$ cat config.mk
export PLATFORM = sky130hd
export DESIGN_NAME = dispatch_ctrl
export DESIGN_NICKNAME = d
export VERILOG_FILES = /design/src/rtl/dispatch_ctrl.sv
export SDC_FILE = /design/constraint.sdc
export NUM_CORES = 1
export LEC_CHECK = 0
export BUFFER_PORTS_ARGS = -buffer_cell sky130_fd_sc_hd__buf_2
export CORE_AREA = 5 5 165 167
export CTS_BUF_LIST = sky130_fd_sc_hd__clkbuf_8
export DETAILED_ROUTE_END_ITERATION = 8
export DIE_AREA = 0 0 170 172
export PLACE_DENSITY_LB_ADDON = 0.15
export SYNTH_ARGS = -nofsm -noshare
export SYNTH_HDL_FRONTEND = slang
export SYNTH_SLANG_ARGS = --single-unit
$ cat constraint.sdc
create_clock -name clk -period 23.8 [get_ports clk]
set_input_delay 2.38 -clock clk [delete_from_list [all_inputs] [get_ports clk]]
set_output_delay 2.38 -clock clk [all_outputs]
set_load 0.05 [all_outputs]
$ cat src/rtl/dispatch_ctrl.sv
// dispatch_ctrl
// Dispatch stage between rename and the ALU / branch / LSU reservation
// stations. One renamed instruction is buffered in a holding register and
// steered to the reservation station named by its FU field. The ROB entry is
// allocated in the same cycle. The block also owns the physical-register
// ready table and the post-mispredict flush window.
//
// Ports
//   clk, reset          clock, asynchronous active-high reset
//   rn_valid/rn_ready   rename handshake (transfer = rn_valid & rn_ready)
//   rn_data             opaque payload, carried unmodified to di_data
//   rn_fu               target RS: 0 ALU, 1 branch, 2 LSU, 3 illegal
//   rn_has_rd/rn_pd_new destination write flag and physical register
//   rs_full             per-RS full, bit order {LSU, BR, ALU}
//   rob_full            ROB cannot allocate
//   di_en               one-hot dispatch strobe, combinational on fire
//   di_data             held payload presented to the reservation stations
//   rob_alloc           ROB allocate strobe, coincident with di_en
//   cdb_valid/cdb_pd    writeback broadcast marking a register ready
//   mispredict          branch recovery pulse
//   preg_rtable         registered ready bit per physical register
//   stall_cnt           saturating count of cycles a held instruction waited
module dispatch_ctrl #(
    parameter int NUM_PREG     = 128,
    parameter int DATA_W       = 128,
    parameter int FLUSH_CYCLES = 2
) (
    input  logic                clk,
    input  logic                reset,
    input  logic                rn_valid,
    output logic                rn_ready,
    input  logic [DATA_W-1:0]   rn_data,
    input  logic [1:0]          rn_fu,
    input  logic                rn_has_rd,
    input  logic [6:0]          rn_pd_new,
    input  logic [2:0]          rs_full,
    input  logic                rob_full,
    output logic [2:0]          di_en,
    output logic [DATA_W-1:0]   di_data,
    output logic                rob_alloc,
    input  logic                cdb_valid,
    input  logic [6:0]          cdb_pd,
    input  logic                mispredict,
    output logic [NUM_PREG-1:0] preg_rtable,
    output logic [15:0]         stall_cnt
);

    typedef enum logic [0:0] {
        ST_RUN   = 1'b0,
        ST_FLUSH = 1'b1
    } state_t;

    state_t                state_r;
    state_t                state_nxt_s;
    logic [3:0]            flush_cnt_r;
    logic [3:0]            flush_cnt_nxt_s;

    logic                  hold_valid_r;
    logic [DATA_W-1:0]     hold_data_r;
    logic [1:0]            hold_fu_r;
    logic                  hold_has_rd_r;
    logic [6:0]            hold_pd_r;

    logic [NUM_PREG-1:0]   rtable_r;
    logic [NUM_PREG-1:0]   rtable_nxt_s;
    logic [15:0]           stall_cnt_r;

    logic                  run_s;
    logic                  rs_blk_s;
    logic                  fire_s;
    logic                  drop_s;
    logic                  ready_s;
    logic                  xfer_s;
    logic [2:0]            di_en_s;

    // Dispatch decision: legality, back-pressure and the one-hot strobe.
    always_comb begin
        run_s    = 1'b0;
        rs_blk_s = 1'b1;
        fire_s   = 1'b0;
        drop_s   = 1'b0;
        ready_s  = 1'b0;
        xfer_s   = 1'b0;
        di_en_s  = 3'b000;

        run_s = (state_r == ST_RUN);

        // An illegal FU counts as blocked so it can never fire.
        case (hold_fu_r)
            2'd0:    rs_blk_s = rs_full[0];
            2'd1:    rs_blk_s = rs_full[1];
            2'd2:    rs_blk_s = rs_full[2];
            default: rs_blk_s = 1'b1;
        endcase

        fire_s = hold_valid_r & run_s & ~mispredict & ~rob_full & ~rs_blk_s;
        // Illegal-FU instructions are discarded one cycle after acceptance.
        drop_s = hold_valid_r & run_s & ~mispredict & (hold_fu_r == 2'd3);

        ready_s = run_s & ~mispredict & (~hold_valid_r | fire_s | drop_s);
        xfer_s  = rn_valid & ready_s;

        if (fire_s) begin
            case (hold_fu_r)
                2'd0:    di_en_s = 3'b001;
                2'd1:    di_en_s = 3'b010;
                2'd2:    di_en_s = 3'b100;
                default: di_en_s = 3'b000;
            endcase
        end else begin
            di_en_s = 3'b000;
        end
    end

    assign rn_ready    = ready_s;
    assign di_en       = di_en_s;
    assign rob_alloc   = fire_s;
    assign di_data     = hold_data_r;
    assign preg_rtable = rtable_r;
    assign stall_cnt   = stall_cnt_r;

    // FSM next state: mispredict (re)starts the blackout from any state.
    always_comb begin
        state_nxt_s     = state_r;
        flush_cnt_nxt_s = flush_cnt_r;
        if (mispredict) begin
            state_nxt_s     = ST_FLUSH;
            flush_cnt_nxt_s = 4'(FLUSH_CYCLES);
        end else begin
            case (state_r)
                ST_RUN: begin
                    state_nxt_s     = ST_RUN;
                    flush_cnt_nxt_s = 4'd0;
                end
                ST_FLUSH: begin
                    if (flush_cnt_r <= 4'd1) begin
                        state_nxt_s     = ST_RUN;
                        flush_cnt_nxt_s = 4'd0;
                    end else begin
                        state_nxt_s     = ST_FLUSH;
                        flush_cnt_nxt_s = flush_cnt_r - 4'd1;
                    end
                end
                default: begin
                    state_nxt_s     = ST_RUN;
                    flush_cnt_nxt_s = 4'd0;
                end
            endcase
        end
    end

    // FSM state and flush counter registers.
    always_ff @(posedge clk or posedge reset) begin
        if (reset) begin
            state_r     <= ST_RUN;
            flush_cnt_r <= 4'd0;
        end else begin
            state_r     <= state_nxt_s;
            flush_cnt_r <= flush_cnt_nxt_s;
        end
    end

    // Holding register: mispredict discards, a transfer loads (also when the
    // current occupant leaves the same cycle), fire or drop empties.
    always_ff @(posedge clk or posedge reset) begin
        if (reset) begin
            hold_valid_r  <= 1'b0;
            hold_data_r   <= '0;
            hold_fu_r     <= 2'd0;
            hold_has_rd_r <= 1'b0;
            hold_pd_r     <= 7'd0;
        end else if (mispredict) begin
            hold_valid_r  <= 1'b0;
        end else if (xfer_s) begin
            hold_valid_r  <= 1'b1;
            hold_data_r   <= rn_data;
            hold_fu_r     <= rn_fu;
            hold_has_rd_r <= rn_has_rd;
            hold_pd_r     <= rn_pd_new;
        end else if (fire_s | drop_s) begin
            hold_valid_r  <= 1'b0;
        end else begin
            hold_valid_r  <= hold_valid_r;
        end
    end

    // Ready-table next value: writeback sets, dispatch clears afterwards so
    // a same-cycle collision leaves the register not ready; p0 stays ready.
    always_comb begin
        rtable_nxt_s = rtable_r;
        if (cdb_valid && (cdb_pd != 7'd0)) begin
            rtable_nxt_s[cdb_pd] = 1'b1;
        end else begin
            rtable_nxt_s = rtable_nxt_s;
        end
        if (fire_s && hold_has_rd_r && (hold_pd_r != 7'd0)) begin
            rtable_nxt_s[hold_pd_r] = 1'b0;
        end else begin
            rtable_nxt_s = rtable_nxt_s;
        end
        rtable_nxt_s[0] = 1'b1;
    end

    // Ready-table register.
    always_ff @(posedge clk or posedge reset) begin
        if (reset) begin
            rtable_r <= '1;
        end else begin
            rtable_r <= rtable_nxt_s;
        end
    end

    // Saturating stall counter: held instruction waiting while running.
    always_ff @(posedge clk or posedge reset) begin
        if (reset) begin
            stall_cnt_r <= 16'd0;
        end else if (hold_valid_r && run_s && !fire_s && (stall_cnt_r != 16'hFFFF)) begin
            stall_cnt_r <= stall_cnt_r + 16'd1;
        end else begin
            stall_cnt_r <= stall_cnt_r;
        end
    end

endmodule
==> summary.txt <==
Floorplan
  • Vertical die dimension: 172 microns
  • Row count: 59
  • Placeable core region: 25620 sq um
  • Die outline area: 29240 sq um
  • Starting density of the core: 45.03%
  • Number of ports placed on the die boundary: 431
  • Width of the die: 170 microns

Cells and area
  • Final core occ: 58.44%
  • Final-layout fill cell count: 2211
  • Post-route standard cell area excluding fillers: 14970 sq um
  • Final nets: 1502
  • Fraction of final layout cells sized beyond drive strength 1: 56.80%
  • Most frequent standard cell in the layout excluding fill and tap cells: sky130_fd_sc_hd__buf_2
  • Layout area overhead: 29.77%
  • Most frequent cells in the layout: sky130_fd_sc_hd__buf_2, sky130_fd_sc_hd__a21oi_1, sky130_fd_sc_hd__dfrtp_1
  • Number of standard cells in the layout, taps in and fillers out: 1718

Setup path
  • Worst r2r path cells: 6
  • Crit Path Class: primary input to output pin
  • Crit end category: output pin
  • Launching element type of the critical path: primary input
  • Reg-to-reg critical path startpoint: hold_fu_r[1]$_DFFE_PP0P_
  • End of the worst register-to-register path: di_data[36]$_DFFE_PP0P_
  • Data arrival time of the critical path: 3.87 ns
  • Worst Path Required: 21.42 ns
  • Reg2reg setup slack: 20.40 ns
  • Highest net fanout along the worst path: 8

STA
  • Final Hold Violating Endpoints: 0
  • Headroom to the max-slew limit: 20.83%
  • Crit share post-route: 26.24%
  • Fin crit period: 6.246 ns
  • Setup Viol. Count Final: 0
  • Timing-limited maximum frequency: 160.1 MHz
  • Hold slack final: 0.4777 ns
  • Slew at the pin with the worst max-slew slack: 1.179 ns
  • Final Max Slew Viols: 0
  • RSZ-0062 raised after global routing: false
  • Final worst-path setup slack: 17.55 ns
  • Layout Skew: 0.01361 ns
  • Total negative setup slack: 0 ns

Place
  • # port buffers: 429
  • Half-perimeter wire length after placement: 25.60 mm
  • Post-place instance area: 13970 sq um
  • Worst setup slack after placement: 17.58 ns
  • Total instance count after detailed placement: 1630
  • RD Place Congestion: 0.8199

Min path
  • Hold Path Depth: 1
  • Hold worst-path end: di_data[53]$_DFFE_PP0P_
  • Type of the tightest min-delay check: flop to flop
  • Worst hold start: di_data[53]$_DFFE_PP0P_

Drt
  • Total met2 wirelength after detailed routing: 17.92 mm
  • Initial detailed-routing violation count: 707
  • Met3 WL: 3.531 mm
  • Post-route DRC: 0
  • Average wire per standard cell: 21.12 microns
  • WL met1: 13.83 mm
  • Total number of vias: 9187
  • Detailed Routing Iterations Pass 1: 5
  • Post-route ant nets: 0
  • Uppermost routed layer: met4
  • Total wirelength of the detailed-routed design: 36.29 mm
  • Via density per instance: 5.347

Clock tree
  • Worst-path clk slew: 0.06 ns
  • Number of sinks on the clock net: 287
  • Hold-fix buffers, CTS: 0
  • Root buffer selected by CTS: sky130_fd_sc_hd__clkbuf_8
  • TritonCTS Buffers: 48
  • Count of instances resized after the clock tree is built: 0
  • Number of buffers added for setup after CTS: 0
  • Max H-tree Level: 2
  • Clk Latency, worst-skew pair: 0.55 ns
  • TritonCTS clock tree: built
  • Number of buffers between clock root and the deepest sink: 3

Power
  • Peak supply drop: 0.1114 mV
  • Leakage Power: 7.143 nW
  • Switching part of the total power: 46.87%
  • Combinational share of power: 44.0%
  • Net load switching power: 1.015 mW
  • Clock share of power: 20.6%
  • Sequential group share of total power: 35.4%
  • Int Power: 1.151 mW
  • Final total power: 2.166 mW
  • Total power density per cell area: 144.7 nW/um^2

GRT
  • Number of global-route vias before repair: 9311
  • Maximum number of pins on one net before global-route repair: 152
  • Initial antenna violation count: 1
  • Global-route usage over all layers: 23.68%
  • Global route total overflow: 0
  • Wire length of the first global-routing pass: 54.19 mm

Run
  • Max_cap viols: 0

Logic synthesis
  • #FFs+latches synth: 287
  • Net count after synthesis: 1050
  • Count of warnings emitted by yosys: 0
  • Synth Instances: 893
  • Syn Std Cell Area: 11540 sq um
  • Yosys cell types: 44
  • Post-synthesis average cell area: 12.92 sq um
  • Async set-or-reset flop fraction in the synthesized netlist: 100.0%
  • Part of the Yosys area used for sequential elements: 63.63%
  • Number of synthesized flops with an enable pin: 0
  • Most used DFF post-synth: sky130_fd_sc_hd__dfrtp_1

Outcome
  • Outcome: finished clean
-- routing by layer --
| metal | up-vias | global-route usage (%) |
|---|---|---|
| met5 | - | 0 |
| met2 | 453 | 39.38 |
| met4 | 0 | 7.431 |
| met3 | 70 | 7.225 |
| li1 | 4121 | - |
| met1 | 4543 | 30.00 |
-- power groups by stage --
stage	logic [mW]	registers [mW]	clock network, mW
finish	0.953	0.767	0.446
global route	0.999	0.789	0.478
CTS	0.962	0.767	0.457
detailed placement	0.962	0.769	0
global placement	0.953	0.764	0
floorplan	0.216	1.27	0
-- Yosys cell counts (all sizes together), types with 2 or more instances --
master  number  area [sq um]
inv         10         37.54
a31oi        2         12.51
nand2b      13         81.33
and3         9         56.30
nand3        5         25.02
nand4        6         37.54
xnor2        9         78.83
dfstp      127          3337
nand2       18         67.56
nor2        35         131.4
mux2i        2         20.02
and4         2         17.52
or2          2         12.51
nor4         8         95.09
a21oi      253          1266
clkbuf      11         41.29
dfrtp      160          4004
ha           3         37.54
nor3b        2         15.01
nor3        27         202.7
buf         27         206.5
mux2       140          1577
xor2         5         43.79
nor2b        3         18.77
-- kinds of logic (layout without fill, tap and decap cells) --
kind of cell	Yosys count	after routing	synth area share, %
other	1	2	0.03251
multiplexers	142	142	13.84
AO/OA/AOI/OAI	263	263	11.65
flip-flops	287	287	63.63
AND/OR/NAND/NOR	135	135	6.985
buffers and inverters	48	537	2.473
XOR/XNOR	14	14	1.063
adder cells (fa/ha/maj)	3	3	0.3254
-- critical path: stages --
cell and delay, ns:
sky130_fd_sc_hd__buf_2 0.16, sky130_fd_sc_hd__nor3_4 0.23, sky130_fd_sc_hd__nor3b_1 0.50, sky130_fd_sc_hd__nor2_1 0.14
sky130_fd_sc_hd__a21boi_0 0.18, sky130_fd_sc_hd__buf_2 0.28
-- worst max path at each step --
| stage | from | endpoint | slack (ns) | depth (start not counted) |
|---|---|---|---|---|
| CTS | mispredict | di_en[2] | 17.58 | 7 |
| floorplan | reset | di_data[0]$_DFFE_PP0P_ | 13.71 | 1 |
| finish | mispredict | rn_ready | 17.55 | 6 |
| global route | mispredict | rn_ready | 17.47 | 6 |
| detailed placement | mispredict | di_en[2] | 17.58 | 7 |
| global placement | mispredict | di_en[2] | 17.62 | 7 |
-- registers in the layout (all words and copies together), names as in the netlist --
signal         flops
hold_valid_r       1
hold_fu_r          2
stall_cnt         16
preg_rtable      127
flush_cnt_r        4
di_data          128
hold_pd_r          7
hold_has_rd_r      1
state_r            1
-- layout make-up --
| class | instances | area [sq um] | area share, % |
|---|---|---|---|
| antenna | 1 | 2.502 | 0.01672 |
| clock buffer | 64 | 880.8 | 5.884 |
| clock inverter | 23 | 120.1 | 0.8023 |
| inverter | 10 | 45.04 | 0.3009 |
| multi-input combinational | 558 | 3933 | 26.27 |
| sequential | 287 | 7341 | 49.03 |
| tap | 335 | 419.2 | 2.800 |
| timing repair buffer | 440 | 2230 | 14.89 |
No activity file was read; power rests on OpenSTA's default activity.
